File: src/rtl/modmul_wordserial.sv
// rtl/modmul_wordserial.sv - word-serial unsigned LOGQ x LOGQ multiplier with valid/ready handshake
// Consumes one WORD_SIZE-bit digit of B per BUSY cycle, LSB digit first.
module modmul_wordserial #(
   parameter int LOGQ      = 8,
   parameter int WORD_SIZE = 4,
   parameter int NUM_WORDS = (LOGQ + WORD_SIZE - 1) / WORD_SIZE
) (
   input  logic                clk,
   input  logic                rst_n,
   input  logic                in_valid,
   output logic                in_ready,
   input  logic [LOGQ-1:0]     A,
   input  logic [LOGQ-1:0]     B,
   output logic                out_valid,
   input  logic                out_ready,
   output logic [2*LOGQ-1:0]   P
);

   localparam int PW  = 2 * LOGQ;
   localparam int PPW = LOGQ + WORD_SIZE;
   localparam int BW  = NUM_WORDS * WORD_SIZE;
   localparam int CW  = (NUM_WORDS > 1) ? $clog2(NUM_WORDS) : 1;

   if (LOGQ < 1) begin : g_bad_logq
      $error("modmul_wordserial: LOGQ must be >= 1");
   end
   if (WORD_SIZE < 1 || WORD_SIZE > LOGQ) begin : g_bad_word_size
      $error("modmul_wordserial: WORD_SIZE must be in 1..LOGQ");
   end
   if (NUM_WORDS != (LOGQ + WORD_SIZE - 1) / WORD_SIZE) begin : g_bad_num_words
      $error("modmul_wordserial: NUM_WORDS must equal ceil(LOGQ/WORD_SIZE)");
   end

   typedef enum logic [1:0] {IDLE, BUSY, DONE} state_t;

   state_t          state;
   state_t          next_state;
   logic [LOGQ-1:0] a_reg;
   logic [BW-1:0]   b_reg;
   logic [PW-1:0]   acc;
   logic [CW-1:0]   cnt;
   logic [PPW-1:0]  pp;
   logic [PW-1:0]   pp_shifted;
   logic            load;
   logic            last;

   // The shifted partial product may drop high bits only when they are provably zero.
   assign pp         = PPW'(a_reg) * PPW'(b_reg[WORD_SIZE-1:0]);
   assign pp_shifted = PW'(pp) << (32'(cnt) * 32'(WORD_SIZE));
   assign last       = (cnt == CW'(NUM_WORDS - 1));
   assign load       = in_valid && in_ready;
   assign P          = acc;

   always_ff @(posedge clk) begin
      if (!rst_n) begin
         state <= IDLE;
      end else begin
         state <= next_state;
      end
   end

   always_comb begin
      next_state = state;
      case (state)
         IDLE: if (in_valid) next_state = BUSY;
         BUSY: if (last) next_state = DONE;
         DONE: if (out_ready) next_state = in_valid ? BUSY : IDLE;
         default: next_state = IDLE;
      endcase
   end

   always_comb begin
      in_ready  = 1'b0;
      out_valid = 1'b0;
      case (state)
         IDLE: in_ready = 1'b1;
         DONE: begin
            out_valid = 1'b1;
            in_ready  = out_ready;
         end
         default: begin
            in_ready  = 1'b0;
            out_valid = 1'b0;
         end
      endcase
   end

   always_ff @(posedge clk) begin
      if (!rst_n) begin
         a_reg <= '0;
         b_reg <= '0;
         acc   <= '0;
         cnt   <= '0;
      end else if (load) begin
         a_reg <= A;
         b_reg <= BW'(B);
         acc   <= '0;
         cnt   <= '0;
      end else if (state == BUSY) begin
         acc   <= acc + pp_shifted;
         b_reg <= b_reg >> WORD_SIZE;
         cnt   <= cnt + CW'(1);
      end
   end

endmodule

File: config.mk
export PLATFORM = sky130hd
export DESIGN_NAME = modmul_wordserial
export DESIGN_NICKNAME = d
export VERILOG_FILES = /design/src/rtl/modmul_wordserial.sv
export SDC_FILE = /design/constraint.sdc
export NUM_CORES = 1
export LEC_CHECK = 0
export ABC_AREA = 1
export CAP_MARGIN = 20
export CORE_AREA = 2 2 78 80
export DETAILED_ROUTE_END_ITERATION = 12
export DIE_AREA = 0 0 80 82
export PLACE_DENSITY = 0.85
export SLEW_MARGIN = 10
export SYNTH_ARGS = -nofsm -noshare
export SYNTH_HDL_FRONTEND = slang
export SYNTH_SLANG_ARGS = --single-unit
File: constraint.sdc
create_clock -name clk -period 5.4 [get_ports clk]
set_input_delay 0.54 -clock clk [delete_from_list [all_inputs] [get_ports clk]]
set_output_delay 0.54 -clock clk [all_outputs]
set_load 0.1 [all_outputs]
# Word level (Yosys, flattened, before mapping)
# Cells that the tools add are included.
# totals
ramBits	0
latchBits	0
memories	0
inputBits	20
reg_bits	35
romBits	0
out_inout_bits	18
# classes
multipliers	1
n_div	0
shifts	1
bitwise	1
eq_ne	5
magnitude_cmp	0
n_reduce_logical	5
muxes	9
n_addsub	2
# ops
operator	n
16-bit adder	1
8-bit 2-to-1 mux	2
12-bit by 3-bit left shift with 16-bit output	1
8-bit by 4-bit multiplier with 12-bit output	1
2-bit 2-to-1 mux	3
2-bit != test, second input constant	3
2-bit one-hot mux with 3 select lines	1
3-bit AND reduction	1
2-bit by 1-bit equality test with 1-bit output, second input constant	1
2-bit equality test, second input constant	1
2-bit zero test	1
1-bit 2-to-1 mux	2
1-bit one-hot mux with 2 select lines	1
2-bit nonzero test	1
2-bit OR reduction	1
1-bit adder, second input constant	1
1-bit logical AND	1
1-bit inverter	1

# Longest topological paths before layout
# logic_depth
ltp_word	4
depth_mapped	28
mapped_depth_nobuf	27

# Worst setup path after synthesis
# OpenSTA, ideal clock, no wires.
# synth_path
path_type	flip-flop to flip-flop
start	register b_reg[3]
end	register acc[15] (netlist: P[15])
path_slack_ps	1293
path_stages_with_launch	26
t_arrival_ps	3996
t_required_ps	5290
setup_time_ps	110
path_cell_list	dfxtp_1 clkbuf_1 nand2_1 fa_1 inv_1 fa_1 fa_1 nand3_1 nand2_1 a21oi_1 nor2_1 nor2_1 xor2_1 mux2i_1 ha_1 nand2_1 inv_1 nand2_1 nor3_1 nand2_1 nand2_1 inv_1 nand2_2 nand4_1 nand2_1 nor2_1
# synth_between
elab_chain_cells	3
# synth_rtl
element	line	text
start: declaration	39	logic [BW-1:0] b_reg;
start signal: assignment	96	b_reg <= BW'(B);
start signal: assignment	101	b_reg <= b_reg >> WORD_SIZE;
8-bit by 4-bit multiplier with 12-bit output	48	assign pp = PPW'(a_reg) * PPW'(b_reg[WORD_SIZE-1:0]);
12-bit by 3-bit left shift with 16-bit output	49	assign pp_shifted = PW'(pp) << (32'(cnt) * 32'(WORD_SIZE));
16-bit adder	100	acc <= acc + pp_shifted;
end signal: assignment	100	
end: declaration	40	logic [PW-1:0] acc;
# Every way passes these cells.
# A chain may end at the register's enable or synchronous reset.

# Worst setup path in the final report
# Ends and elaborated chain as after synthesis.

==> results_dict.tcl <==
set metrics [dict create \
    status "completed" \
    slew_violations 0 \
    post_cts_resized 0 \
    critPathLaunch "b_reg[3]$_SDFFE_PN0P_" \
    fmax_ghz 0.2224 \
    finalSetupViolCount 0 \
    arrival_ns 4.73 \
    rr_endpoint "P[15]$_SDFFE_PP0N_" \
    wl_per_cell_um 12.09 \
    largest_reg_flops 16 \
    critPathKind "flip-flop to flip-flop" \
    period_needed_ns 4.496 \
    grt_pass1_vias 2862 \
    grt_max_degree 27 \
    synth_cell_type_count 32 \
    ys_ff_latch 35 \
    layout-area-overhead-vs-synth_pct 16.59 \
    grt_pass1_wl_um 12120 \
    fin_crit_sh_pct 83.26 \
    wl_um 7155 \
    clock_skew_ns 0.01160 \
    ir_worst_vdd_mv 0.1385 \
    syn-num-nets 549 \
    insertedDiodeCount 0 \
    syn_avg_cell_area_um2 6.578 \
    p_leak_uw 0.002080 \
    ys_seq_area_share_pct 21.96 \
    grt_setup_unrepaired "no" \
    final_cell_mix "nand2_1 (135), inv_1 (92), a21oi_1 (41)" \
    clk_latency_ns 0.30 \
    tns_ns 0 \
    portBuffers 37 \
    ctsRootBufferMaster "clkbuf_8" \
    fin_hold_ws_ns 0.4654 \
    end_kind "flip-flop" \
    tightest_slew_ns 0.9761 \
    die_y_um 82 \
    grt_usage_pct 23.23 \
    core_area_um2 5746 \
    maxCapViolCount 0 \
    regToRegStartpoint "b_reg[3]$_SDFFE_PN0P_" \
    pin_count 38 \
    path_clk_slew_ns 0.08 \
    relSlewSlack_pct 34.73 \
    drt_pass1_iterations 5 \
    critical_path.max_fanout 9 \
    antenna_found_initial 0 \
    rows 28 \
    required_ns 5.63 \
    synth_area_um2 3191 \
    dp.final_hpwl_um 5597 \
    holdPathStages 2 \
    cts_buffers 5 \
    critPathCapture "P[15]$_SDFFE_PP0N_" \
    start_util_pct 55.53 \
    hp-class "flip-flop to flip-flop" \
    power_density_nw_per_um2 199.2 \
    cts_num_sinks 35 \
    ys_warn_count 0 \
    netlist_instances 485 \
    die_w_um 80 \
    drc 0 \
    final_net_count 580 \
    h-tree-depth 2 \
    p_total_uw 740.8 \
    dieArea_um2 6560 \
    rrSetupSlack_ns 0.90 \
    setup.worst_path.start_class "flip-flop" \
    final_common_cell "nand2_1" \
    drtAntennaViolNets 0 \
    clk_path_buf_depth 2 \
    vias_per_cell 5.137 \
    cts_tree "built" \
    rr_worst_depth 25 \
    drive_gt1_share_pct 4.836 \
    postCtsSetupBuffers 0 \
    drtIter0Drc 180 \
    grt.overflow.total 0 \
    finalWeightedCongestion 0.9746 \
    hold_buffers 0 \
    final_hold_viol_count 0 \
    vias 3041 \
]
through the flow:
stage	cell area [um2]	setup slack (ns)	instances	util (%)
global route	3720	0.5447	592	64.74
floorplan	3191	1.293	485	-
CTS	3720	0.9851	592	64.74
finish	3720	0.9038	592	64.74
detailed placement	3598	1.061	584	62.63
global placement	3598	1.224	584	62.63
critical path: stages, from the launching register on:
cell     delay [ns]
dfxtp_1        0.49
nand2_1        0.13
fa_1           0.54
inv_1          0.05
fa_1           0.53
fa_1           0.49
nand3_1        0.10
nand2_1        0.09
a21oi_1        0.17
nor2_1         0.05
nor2_1         0.12
xor2_1         0.21
mux2i_1        0.10
ha_1           0.38
nand2_1        0.07
inv_1          0.09
nand2_1        0.08
nor3_1         0.14
nand2_1        0.07
nand2_1        0.11
inv_1          0.06
nand2_2        0.08
nand3_2        0.05
nand2_1        0.08
inv_1          0.04
nor2_1         0.10
final cells by class:
type | count | area (um2)
inverter | 95 | 356.6
sequential | 35 | 700.7
tap | 75 | 93.84
clock buffer | 6 | 82.58
multi-input combinational | 342 | 2077
clock inverter | 2 | 38.79
fill | 511 | 2026
timing repair buffer | 37 | 370.4
cell usage after synthesis:
master | n | area share, %
a21o_1 | 3 | 0.71
o21ai_1 | 2 | 0.31
or2_2 | 1 | 0.20
nand3_2 | 4 | 1.3
buf_4 | 1 | 0.24
nor2_1 | 35 | 4.1
nand3_1 | 12 | 1.9
clkinv_1 | 2 | 0.24
mux2i_1 | 2 | 0.63
nand4_1 | 4 | 0.78
xor2_1 | 9 | 2.5
nand2_1 | 135 | 16
nand2_2 | 6 | 1.2
o21ai_0 | 20 | 3.1
nor2_2 | 1 | 0.20
clkbuf_1 | 9 | 1.1
a21oi_2 | 1 | 0.27
a31oi_1 | 6 | 1.2
nand3b_1 | 1 | 0.24
ha_1 | 31 | 12
fa_1 | 13 | 8.2
a21boi_2 | 1 | 0.35
inv_1 | 92 | 11
xnor2_1 | 5 | 1.4
nor2_4 | 2 | 0.71
o21bai_1 | 2 | 0.47
nor3_1 | 2 | 0.31
o211ai_1 | 3 | 0.71
inv_2 | 1 | 0.12
dfxtp_1 | 35 | 22
buf_2 | 3 | 0.47
a21oi_1 | 41 | 6.4
metal layers:
layer / vias up / share of wire [%] / GRT usage, %
met3: 13 / 4.7 / 4.396
met4: 0 / 1.7 / 7.966
met5: - / 0 / 0
met1: 1375 / 43 / 26.15
met2: 80 / 50 / 43.75
li1: 1573 / - / -
where the power goes:
part	internal [uW]	switching, uW	leakage, uW	total (uW)
Clock	152	112	0.0000618	264
Sequential	273	19.8	0.000286	293
Combinational	59.4	125	0.00173	184
Total	484	256	0.00208	741
worst min path at each step:
stage                     slack [ns]                     to                   from
final                           0.47  b_reg[4]$_SDFFE_PN0P_  b_reg[4]$_SDFFE_PN0P_
after global routing            0.49  b_reg[5]$_SDFFE_PN0P_  b_reg[5]$_SDFFE_PN0P_
after CTS                       0.46  b_reg[5]$_SDFFE_PN0P_  b_reg[5]$_SDFFE_PN0P_
after detailed placement        0.45  b_reg[4]$_SDFFE_PN0P_  b_reg[4]$_SDFFE_PN0P_
after global placement          0.45  b_reg[4]$_SDFFE_PN0P_  b_reg[4]$_SDFFE_PN0P_
after floorplan                 0.44  b_reg[6]$_SDFFE_PN0P_  b_reg[6]$_SDFFE_PN0P_
logic make-up (layout without fill, tap and decap cells):
kind of cell               Yosys count  in the layout  share of synthesized area [%]
adders and majority gates           44             44                          20.31
and+or+nand+nor                    203            203                          26.75
xor gates and xnor gates            14             14                          3.843
buffers and inverters              108            140                          12.94
DFF                                 35             35                          21.96
muxes                                2              2                         0.6275
AOI/OAI and AO/OA                   79             79                          13.57
(Power assumes the default switching activity.)
